## src/rtl/alu_ctrl_pipe.sv

```systemverilog
// alu_ctrl_pipe: registered, valid/ready handshaked ALU-control decoder.
// Decodes a MIPS subset from instr[31:26]/[5:0] into an ALU code and operand
// flags. MULT/DIV hold the block for MD_LATENCY extra cycles before the
// decoded result is presented.
// Optional feature macro: ALUCTRL_ILLEGAL_TRAP_EN (sticky trap on illegal
// instructions, adds trap_clr/trap ports). Default build leaves it disabled.
module alu_ctrl_pipe #(
   parameter int CTRL_W     = 4,
   parameter int MD_LATENCY = 4
) (
   input  logic              clk,
   input  logic              rst_n,
   input  logic              in_valid,
   output logic              in_ready,
   input  logic [31:0]       instr,
   output logic              out_valid,
   input  logic              out_ready,
   output logic [CTRL_W-1:0] alu_ctr,
   output logic              use_imm,
   output logic              zero_ext,
   output logic              illegal,
   output logic              md_busy
`ifdef ALUCTRL_ILLEGAL_TRAP_EN
   ,
   input  logic              trap_clr,
   output logic              trap
`endif
);

   typedef enum logic [1:0] {
      ST_EMPTY = 2'd0,
      ST_FULL  = 2'd1,
      ST_MD    = 2'd2
   } state_t;

   typedef struct packed {
      logic [3:0] code;
      logic       use_imm;
      logic       zero_ext;
      logic       illegal;
      logic       is_md;
   } dec_t;

   // Pure opcode/function decode; the result is registered by the caller.
   function automatic dec_t decode(input logic [5:0] op, input logic [5:0] func);
      dec_t d;
      d.code     = 4'h0;
      d.use_imm  = 1'b0;
      d.zero_ext = 1'b0;
      d.illegal  = 1'b0;
      d.is_md    = 1'b0;
      case (op)
         6'b000000: begin
            case (func)
               6'b100000, 6'b100001: d.code = 4'h0;
               6'b100010, 6'b100011: d.code = 4'h1;
               6'b100100:            d.code = 4'h2;
               6'b100101:            d.code = 4'h3;
               6'b100110:            d.code = 4'h5;
               6'b100111:            d.code = 4'h6;
               6'b101010:            d.code = 4'h4;
               6'b000000:            d.code = 4'h7;
               6'b000010:            d.code = 4'h8;
               6'b000011:            d.code = 4'h9;
               6'b011000: begin
                  d.code  = 4'hB;
                  d.is_md = 1'b1;
               end
               6'b011010: begin
                  d.code  = 4'hC;
                  d.is_md = 1'b1;
               end
               default: begin
                  d.code    = 4'hE;
                  d.illegal = 1'b1;
               end
            endcase
         end
         6'b100011, 6'b101011, 6'b001000: begin
            d.code    = 4'h0;
            d.use_imm = 1'b1;
         end
         6'b000100, 6'b000101: d.code = 4'h1;
         6'b001100: begin
            d.code     = 4'h2;
            d.use_imm  = 1'b1;
            d.zero_ext = 1'b1;
         end
         6'b001101: begin
            d.code     = 4'h3;
            d.use_imm  = 1'b1;
            d.zero_ext = 1'b1;
         end
         6'b001110: begin
            d.code     = 4'h5;
            d.use_imm  = 1'b1;
            d.zero_ext = 1'b1;
         end
         6'b001010: begin
            d.code    = 4'h4;
            d.use_imm = 1'b1;
         end
         6'b001111: begin
            d.code    = 4'hA;
            d.use_imm = 1'b1;
         end
         default: begin
            d.code    = 4'hF;
            d.illegal = 1'b1;
         end
      endcase
      return d;
   endfunction

   state_t            state_q, state_d;
   logic [7:0]        cnt_q, cnt_d;
   logic [CTRL_W-1:0] alu_ctr_q, alu_ctr_d;
   logic              use_imm_q, use_imm_d;
   logic              zero_ext_q, zero_ext_d;
   logic              illegal_q, illegal_d;
   logic              trap_q, trap_d;
   logic              accept_s;
   dec_t              dec_s;

   // Register-field bits between opcode and function do not affect control.
   logic [19:0]       unused_instr_bits;
   assign unused_instr_bits = instr[25:6];

   assign dec_s = decode(instr[31:26], instr[5:0]);

   // Ready depends on state, consumer backpressure and the sticky trap.
   always_comb begin
      in_ready = 1'b0;
      case (state_q)
         ST_EMPTY: in_ready = ~trap_q;
         ST_FULL:  in_ready = out_ready & ~trap_q;
         ST_MD:    in_ready = 1'b0;
         default:  in_ready = 1'b0;
      endcase
   end

   assign accept_s = in_valid & in_ready;

   // Next-state, counter and decoded-field load logic.
   always_comb begin
      state_d    = state_q;
      cnt_d      = cnt_q;
      alu_ctr_d  = alu_ctr_q;
      use_imm_d  = use_imm_q;
      zero_ext_d = zero_ext_q;
      illegal_d  = illegal_q;
      if (accept_s) begin
         // A new instruction always replaces whatever was held.
         alu_ctr_d  = CTRL_W'(dec_s.code);
         use_imm_d  = dec_s.use_imm;
         zero_ext_d = dec_s.zero_ext;
         illegal_d  = dec_s.illegal;
         if (dec_s.is_md) begin
            state_d = ST_MD;
            cnt_d   = 8'(MD_LATENCY - 1);
         end else begin
            state_d = ST_FULL;
            cnt_d   = cnt_q;
         end
      end else begin
         case (state_q)
            ST_EMPTY: state_d = ST_EMPTY;
            ST_FULL: begin
               if (out_ready) begin
                  state_d = ST_EMPTY;
               end else begin
                  state_d = ST_FULL;
               end
            end
            ST_MD: begin
               if (cnt_q == 8'd0) begin
                  state_d = ST_FULL;
               end else begin
                  cnt_d = cnt_q - 8'd1;
               end
            end
            default: state_d = ST_EMPTY;
         endcase
      end
   end

`ifdef ALUCTRL_ILLEGAL_TRAP_EN
   // Sticky trap: set on accepting an illegal instr, cleared by trap_clr.
   always_comb begin
      trap_d = trap_q;
      if (accept_s && dec_s.illegal) begin
         trap_d = 1'b1;
      end else if (trap_clr) begin
         trap_d = 1'b0;
      end else begin
         trap_d = trap_q;
      end
   end
   assign trap = trap_q;
`else
   // Without the trap feature illegal instrs simply flow through.
   always_comb begin
      trap_d = 1'b0;
   end
`endif

   // State and output registers with asynchronous active-low reset.
   always_ff @(posedge clk or negedge rst_n) begin
      if (!rst_n) begin
         state_q    <= ST_EMPTY;
         cnt_q      <= 8'd0;
         alu_ctr_q  <= '0;
         use_imm_q  <= 1'b0;
         zero_ext_q <= 1'b0;
         illegal_q  <= 1'b0;
         trap_q     <= 1'b0;
      end else begin
         state_q    <= state_d;
         cnt_q      <= cnt_d;
         alu_ctr_q  <= alu_ctr_d;
         use_imm_q  <= use_imm_d;
         zero_ext_q <= zero_ext_d;
         illegal_q  <= illegal_d;
         trap_q     <= trap_d;
      end
   end

   assign out_valid = (state_q == ST_FULL);
   assign md_busy   = (state_q == ST_MD);
   assign alu_ctr   = alu_ctr_q;
   assign use_imm   = use_imm_q;
   assign zero_ext  = zero_ext_q;
   assign illegal   = illegal_q;

endmodule

```

## config.mk

```make
export PLATFORM = sky130hd
export DESIGN_NAME = alu_ctrl_pipe
export DESIGN_NICKNAME = d
export VERILOG_FILES = /design/src/rtl/alu_ctrl_pipe.sv
export SDC_FILE = /design/constraint.sdc
export NUM_CORES = 1
export LEC_CHECK = 0
export CAP_MARGIN = 20
export CORE_UTILIZATION = 47
export DETAILED_ROUTE_END_ITERATION = 10
export PLACE_DENSITY = 0.84
export REMOVE_ABC_BUFFERS = 1
export SLEW_MARGIN = 20
export SYNTH_ARGS = -nofsm -noshare
export SYNTH_HDL_FRONTEND = slang
export SYNTH_SLANG_ARGS = --single-unit
```

## constraint.sdc

```tcl
create_clock -name clk -period 3.6 [get_ports clk]
set_input_delay 0.54 -clock clk [delete_from_list [all_inputs] [get_ports clk]]
set_output_delay 0.54 -clock clk [all_outputs]
set_load 0.01 [all_outputs]
```

; Word-level counts from Yosys, hierarchy flattened
; Cells that the tools add are included.
[classes]
muxes = 18
eq_ne = 28
reduce_logical = 15
bitwise = 1
n_addsub = 1
[ops]
columns = operator, count
row1 = 6-bit equality test (second input constant), 11
row2 = 4-bit one-hot mux with 12 select lines, 1
row3 = 6-bit by 4-bit equality test with 1-bit output (second input constant), 6
row4 = 8-bit 2-to-1 mux, 4
row5 = 4-bit one-hot mux with 8 select lines, 1
row6 = 14-bit OR reduction, 1
row7 = 6-bit by 2-bit equality test with 1-bit output (second input constant), 2
row8 = 6-bit by 3-bit equality test with 1-bit output (second input constant), 2
row9 = 6-bit by 5-bit equality test with 1-bit output (second input constant), 2
row10 = 6-bit zero test, 2
row11 = 10-bit OR reduction, 1
row12 = 8-bit zero test, 1
row13 = 2-bit OR reduction, 4
row14 = 8-bit OR reduction, 1
row15 = 8-bit by 1-bit subtractor with 8-bit output (second input constant), 1
row16 = 1-bit 2-to-1 mux, 6
row17 = 2-bit 2-to-1 mux, 3
row18 = 3-bit OR reduction, 2
row19 = 1-bit one-hot mux with 2 select lines, 2
row20 = 2-bit one-hot mux with 2 select lines, 1
row21 = 3-bit by 1-bit != test with 1-bit output (second input constant), 1
row22 = 3-bit AND reduction, 1
row23 = 2-bit by 1-bit equality test with 1-bit output (second input constant), 1
row24 = 2-bit equality test (second input constant), 1
row25 = other kinds (5), 5
[totals]
wordCells = 69
out_inout_bits = 10
regBits = 17

; Logic depth before layout (Yosys ltp)
; Gate-level depths: netlist of run 1.
[logic_depth]
depth_word = 6
depth_mapped = 8
depth_no_buf = 7

; Worst setup path before layout of run 1
; OpenSTA, ideal clock, no wires.
[synth_timing]
path_kind = flip-flop to flip-flop
startpoint = reg state_q[1]
endpoint = reg state_q[0]
arrival_ps = 1661
path_slack_ps = 1815
required_time_ps = 3475
path_stages_with_launch = 8
synth_period_minus_slack_ps = 1785
cell_sequence = dfrtp_1 inv_1 ha_1 a21o_1 nand2_1 nor3_4 a21oi_2 mux2_2
[synth_via]
elab_chain_cells = 4
elab_cells_between_ends = 8
classes_between = 3 x eq/ne / 3 x mux / 1 x bitwise / 1 x reduce/logical
[synth_lines]
columns = element, line_no
row1 = start: declaration, 115  ; state_t state_q, state_d;
row2 = start signal: assignment, 218  ; state_q <= state_d;
row3 = 2-bit by 1-bit equality test with 1-bit output *, -
row4 = via out_valid, 16  ; output logic out_valid,
row5 = 1-bit one-hot mux with 2 select lines *, 134  ; case (state_q)
row6 = via in_ready, 14  ; output logic in_ready,
row7 = 1-bit bitwise AND *, 142  ; assign accept_s = in_valid & in_ready;
row8 = 3-bit by 1-bit != test with 1-bit output (no line) or 2-bit 2-to-1 mux (tied branches), -
; The timed path passes the listed nets; every way through them passes the cells marked *.
; A chain may end at the register's enable or synchronous reset.

; Worst setup path after layout of run 1
[layout_timing]
startpoint = reg state_q[1]
endpoint = out in_ready
[layout_via]
elab_chain_cells = 2
elab_cells_between_ends = 3
classes_between = 1 x eq/ne / 1 x mux / 1 x reduce/logical
[layout_lines]
columns = element, line_no
row1 = 2-bit by 1-bit equality test with 1-bit output or 2-bit zero test (tied branches), 134
row2 = 1-bit one-hot mux with 2 select lines *, 134
row3 = end: declaration, 14
; Mark *: on every way between the ends. The rest lies on a longest branch, timed or not.

==> reports/qor.yml, run 1 <==
instances_no_fill: 192
cp_max_fo: 4
crit_path_end: "in_ready"
die_y_um: 53
cts.sinks: 17
fin_crit_sh_pct: 64.2
final_cell_area_um2: 1510
synthTopCellsByArea: "dfrtp_1 (35%), ha_1 (6.1%), nor2_1 (5.8%), xor2_1 (5.0%), nand2_1 (4.0%)"
relSlewSlack_pct: 49.3
final_common_cell: "clkdlybuf4s50_1"
h-tree-depth: 1
ys.flop_type: "dfrtp_1"
multi_input_area_um2: 744
clk_latency_ns: 0.29
start_util_pct: 49.3
root_buffer: "clkbuf_4"
place.gp.congestion: 0.810
fin_ws_ns: 1.29
portBuffers: 25
drt-initial-drc-count: 23
yosysSeqAreaShare_pct: 34.8
antenna_found_initial: 0
switching_share_pct: 29.5
min_period_ns: 2.31
drt-vias-per-instance: 5.79
pwr-share-seq_pct: 48.2
final-seq-area_um2: 425
slew_viol_final: 0
final_cell_mix: "clkdlybuf4s50_1 (25), nor2_1 (19), dfrtp_1 (17)"
fin_nets: 205
p_int_mw: 0.313
setup_viol: 0
clk_pin_slew_worst_paths_ns: 0.10
die-width_um: 53
synth_top_area_cell: "dfrtp_1"
p_per_area_nw_per_um2: 294
ir_drop_uv: 175
cts_setup_buffers: 0
rr_endpoint: "state_q[0]$_DFFE_PN0P_"
yosysTopAreaCellShare_pct: 34.8
rows: 18
async_reset_ff_share_pct: 100
ios: 46
hold_viol: 0
rsz0062_at_grt: "false"
grt_max_degree: 18
dp_hpwl_um: 2000
cts_tree: "built"
dieArea_um2: 2810
startpoint_type: "register"
place_ws_ns: 1.16
dp.cells: 188
drc_errors: 0
place_area_um2: 1480
finish.utilization_pct: 61.0
critPathArrivalTime_ns: 1.77
ys_ff_latch: 17
holdWs_ns: 0.502
hold_class: "reg -> reg"
synthesis.instances: 138
yosysUniqueCellTypes: 47
required_ns: 3.06
grt_pass1_vias: 1064
numCtsBuffers: 3
area_delta_synth_final_pct: 23.6
grt_first_pass_wirelength_um: 4260
fin_setup_tns_ns: 0
drive_gt1_share_pct: 9.26
p_leak_nw: 0.645
cts_buffer_depth: 2
max_clock_freq_mhz: 433
reg2reg_slack_ns: 1.49
cap_violations: 0
critPathKind: "reg -> out"
wl_per_cell_um: 13.3
r2r-start: "state_q[1]$_DFFE_PN0P_"
power_frac_clock_pct: 22.7
hold_buffers: 0
wl_um: 2560
crit_start: "state_q[1]$_DFFE_PN0P_"
ant_nets: 0
vias: 1112
final.fill_count: 226
switching_power_mw: 0.131
finalPower_mw: 0.444
post_cts_resized: 0
worst_pin_slew_ns: 0.758
combPwrFrac_pct: 29.1
core_um2: 2480
synth_area_um2: 1220
fin_skew_ns: 0.00167
synth-edff-count: 0
reg2reg_depth: 7
end_kind: "primary output"
holdPathStages: 2
syn_avg_cell_area_um2: 8.86
dr.pass1.iters: 4
grt_overflow: 0
grt_util_all_layers_pct: 20.4
status: "complete, no violations"
yosys_warnings: 0
diodes: 0
cell type report:
| type | instances | area share [%] |
|---|---|---|
| repair buffers | 25 | 16.6 |
| well taps | 30 | 2.48 |
| clock inverters | 1 | 0.331 |
| flip-flops and latches | 17 | 28.1 |
| clock buffers | 3 | 1.49 |
| inverters | 7 | 1.74 |
| multi-input cells | 109 | 49.3 |
metal layers:
metal | up-vias | global-route usage, % | routed length [µm]
li1 | 545 | - | -
met1 | 524 | 23.0 | 1110
met2 | 35 | 38.4 | 1300
met3 | 8 | 1.72 | 80
met4 | 0 | 9.21 | 65
met5 | - | 0 | 0
worst max-delay path: stages, from the launching register on:
cell and delay (ns):
dfrtp_1 0.43, inv_1 0.11, ha_1 0.19, a21o_1 0.19, clkdlybuf4s50_1 0.57
state kept, by name (all words and copies together) (netlist names):
| name | count |
|---|---|
| alu_ctr | 4 |
| illegal | 1 |
| zero_ext | 1 |
| cnt_q | 8 |
| use_imm | 1 |
| state_q | 2 |
synthesized netlist by cell type (2+ instances only):
| master | n |
|---|---|
| nor2_1 | 19 |
| dfrtp_1 | 17 |
| nand2_1 | 13 |
| inv_1 | 7 |
| o21ai_0 | 7 |
| xor2_1 | 7 |
| ha_1 | 6 |
| nand4_1 | 6 |
| a31oi_1 | 5 |
| nand3_1 | 4 |
| buf_2 | 3 |
| a21oi_1 | 2 |
| a32oi_1 | 2 |
| and2_1 | 2 |
| and3_1 | 2 |
| nand4b_1 | 2 |
| nor4_1 | 2 |
| o211ai_1 | 2 |
| xnor2_1 | 2 |
cells by family after synthesis:
family	count (synthesis)	synth area share, %
adder cells (fa/ha/maj)	6	6.14
AND/OR/NAND/NOR	60	27.3
flip-flops	17	34.8
buffers and inverters	12	4.30
multiplexers	3	2.66
XOR/XNOR	9	6.45
AO/OA/AOI/OAI	31	18.3
worst min path at each step:
stage / startpoint / endpoint
final: illegal$_DFFE_PN0P_ / illegal$_DFFE_PN0P_
after floorplan: rst_n / alu_ctr[0]$_DFFE_PN0P_
after global routing: illegal$_DFFE_PN0P_ / illegal$_DFFE_PN0P_
after CTS: illegal$_DFFE_PN0P_ / illegal$_DFFE_PN0P_
after global placement: illegal$_DFFE_PN0P_ / illegal$_DFFE_PN0P_
after detailed placement: illegal$_DFFE_PN0P_ / illegal$_DFFE_PN0P_
power by group through the flow:
stage,clock network [mW],logic (mW),registers (mW)
6_report,0.101,0.129,0.214
3_5_place_dp,0,0.130,0.217
5_1_grt,0.112,0.143,0.216
3_3_place_gp,0,0.125,0.217
4_1_cts,0.107,0.130,0.214
2_1_floorplan,0,0.0510,0.222
Note: power is estimated with default switching activity, not from simulation.
==> run 2, diff against run 1 <==
--- a/config.mk
+++ b/config.mk
@@ -6,9 +6,9 @@
 export NUM_CORES = 1
 export LEC_CHECK = 0
 export CAP_MARGIN = 20
-export CORE_UTILIZATION = 47
+export CORE_UTILIZATION = 40
 export DETAILED_ROUTE_END_ITERATION = 10
-export PLACE_DENSITY = 0.84
+export PLACE_DENSITY = 0.77
 export REMOVE_ABC_BUFFERS = 1
 export SLEW_MARGIN = 20
 export SYNTH_ARGS = -nofsm -noshare
==> constraint.sdc (replaced) <==
create_clock -name clk -period 1.95 [get_ports clk]
set_input_delay 0.2925 -clock clk [delete_from_list [all_inputs] [get_ports clk]]
set_output_delay 0.2925 -clock clk [all_outputs]
set_load 0.01 [all_outputs]
==> run 2 against run 1 <==
The run now ends with design-rule violations left. Wire length up 2.9%. Combinational power increased by 95%. Critical path depth decreased by 1. Worst setup slack got worse by 1.2 ns. First-iteration DRC count is 120% higher. Sequential power is 85% higher. Sequential cell count did not move. Largest power group unchanged. Count of clock-buffer cells in the layout unchanged. Critical endpoint is now md_busy. Non-clock buffer count is 12 higher. Die area rose by 17%. Critical path type unchanged.
==> reports/qor.yml, run 2 (synthesized netlist as in run 1, its figures left out) <==
final_cell_area_um2: 1600  # +6.0%
ant_nets: 0  # unchanged
wl_um: 2640  # +2.9%
cap_violations: 0  # unchanged
portBuffers: 25  # unchanged
slew_viol_final: 0  # unchanged
critPathArrivalTime_ns: 1.57  # -0.20 ns
grt_first_pass_wirelength_um: 4610  # +8.3%
dr.pass1.iters: 7  # +3
grt_overflow: 0  # unchanged
ir_drop_uv: 241  # +38%
worst_pin_slew_ns: 0.340  # -0.418 ns
status: "complete, but fails checks"
ios: 46  # unchanged
relSlewSlack_pct: 77.2  # +28 points
fin_skew_ns: 0.00892  # +0.00725 ns
numCtsBuffers: 3  # unchanged
r2r-start: "state_q[1]$_DFFE_PN0P_"
drc_errors: 2  # +2
reg2reg_slack_ns: 0.23  # -1.26 ns
regMostFlops: "cnt_q"
start_util_pct: 43.2  # -6.1 points
rr_endpoint: "cnt_q[0]$_DFFE_PN0P_"
setup_viol: 0  # unchanged
failed_checks: "design-rule violations"
diodes: 0  # unchanged
fin_setup_tns_ns: 0  # unchanged
grt_pass1_vias: 1127  # +5.9%
drt-vias-per-instance: 5.66  # -2.2%
rsz0062_at_grt: "false"
fin_nets: 217  # +5.9%
cts_buffer_depth: 2  # unchanged
grt_util_all_layers_pct: 17.7  # -2.7 points
cts_setup_buffers: 0  # unchanged
cts_tree: "built"
clk_pin_slew_worst_paths_ns: 0.10  # about the same
holdWs_ns: 0.323  # -0.179 ns
drt-initial-drc-count: 51  # +120%
die-width_um: 57.3  # +8.1%
reg2reg_depth: 8  # +1
hold_class: "in -> async"
cts.sinks: 17  # unchanged
fin_crit_sh_pct: 95.3
max_clock_freq_mhz: 538
hold_buffers: 0  # unchanged
die_y_um: 57.3  # +8.1%
grt_max_degree: 18  # unchanged
startpoint_type: "register"
dp_hpwl_um: 2120  # +6.0%
final_common_cell: "clkdlybuf4s50_1"
dieArea_um2: 3280  # +17%
cp_max_fo: 3  # -1
wl_per_cell_um: 12.9  # -3.6%
core_um2: 2830  # +14%
drive_gt1_share_pct: 15.5  # +6.3 points
root_buffer: "clkbuf_4"
h-tree-depth: 1  # unchanged
clk_latency_ns: 0.28  # about the same
end_kind: "primary output"
final_cell_mix: "clkdlybuf4s50_1 (24), nor2_1 (19), dfrtp_1 (17)"
place.gp.congestion: 0.888  # +9.7%
antenna_found_initial: 0  # unchanged
p_leak_nw: 0.704  # +9.1%
critPathKind: "reg -> out"
post_cts_resized: 1  # +1
largest_reg_flops: 8  # unchanged
vias: 1161  # +4.4%
min_period_ns: 1.86
area_delta_synth_final_pct: 31.0
hold_viol: 0  # unchanged
p_per_area_nw_per_um2: 517  # +76%
rows: 19  # +1
place_area_um2: 1580  # +6.2%
required_ns: 1.66  # -1.40 ns
run 2: cell types whose count changed in the layout (fill, tap and decap cells not counted):
cell	change
buf_4	+12
clkdlybuf4s50_1	-1
dlygate4sd2_1	+1
run 2: stage by stage:
| step | util, % | total power, mW | cells | setup slack (ns) |
|---|---|---|---|---|
| floorplan | - | 0.505 | 133 | 0.00456 |
| global placement | 55.7 | 0.653 | 201 | 0.0454 |
| CTS | 56.6 | 0.837 | 205 | 0.0664 |
| detailed placement | 55.7 | 0.659 | 201 | -0.00228 |
| finish | 56.6 | 0.828 | 205 | 0.0919 |
| global route | 56.6 | 0.889 | 205 | 0.0154 |
run 2: where the power goes:
group          internal (mW)  switching [mW]
clock                 0.0760           0.104
combinational          0.135           0.117
sequential             0.379          0.0178
total                  0.590           0.238
run 2: worst max path at each step:
stage                            from                      to  slack [ns]  cells past startpoint
2_1_floorplan  state_q[1]$_DFFE_PN0P_  state_q[0]$_DFFE_PN0P_       0.005                      7
3_3_place_gp                instr[28]  alu_ctr[3]$_DFFE_PN0P_        0.05                      6
3_5_place_dp                instr[28]    cnt_q[0]$_DFFE_PN0P_      -0.002                      7
4_1_cts        state_q[0]$_DFFE_PN0P_                 md_busy        0.07                      3
5_1_grt        state_q[0]$_DFFE_PN0P_                 md_busy        0.02                      3
6_report       state_q[0]$_DFFE_PN0P_                 md_busy        0.09                      3
run 2: per-layer routing:
metal	part of all wire [%]	track usage (%)	up-vias
met5	0	0	-
met2	53	33.1	41
li1	-	-	571
met4	0.076	5.57	0
met1	43	21.1	547
met3	4.0	2.04	2
run 2: worst max-delay path, cell delays in order, from the launching register on:
cell and delay (ns):
dfrtp_1 0.41, inv_1 0.11, ha_1 0.21, clkdlybuf4s50_1 0.57
run 2: area by class of cell:
cell class | count | area [µm²]
Fill cell | 250 | 1230
Inverter | 7 | 26.3
Clock inverter | 1 | 5.00
Sequential cell | 17 | 425
Multi-Input combinational cell | 109 | 744
Clock buffer | 3 | 22.5
Timing Repair Buffer | 37 | 339
Tap cell | 31 | 38.8
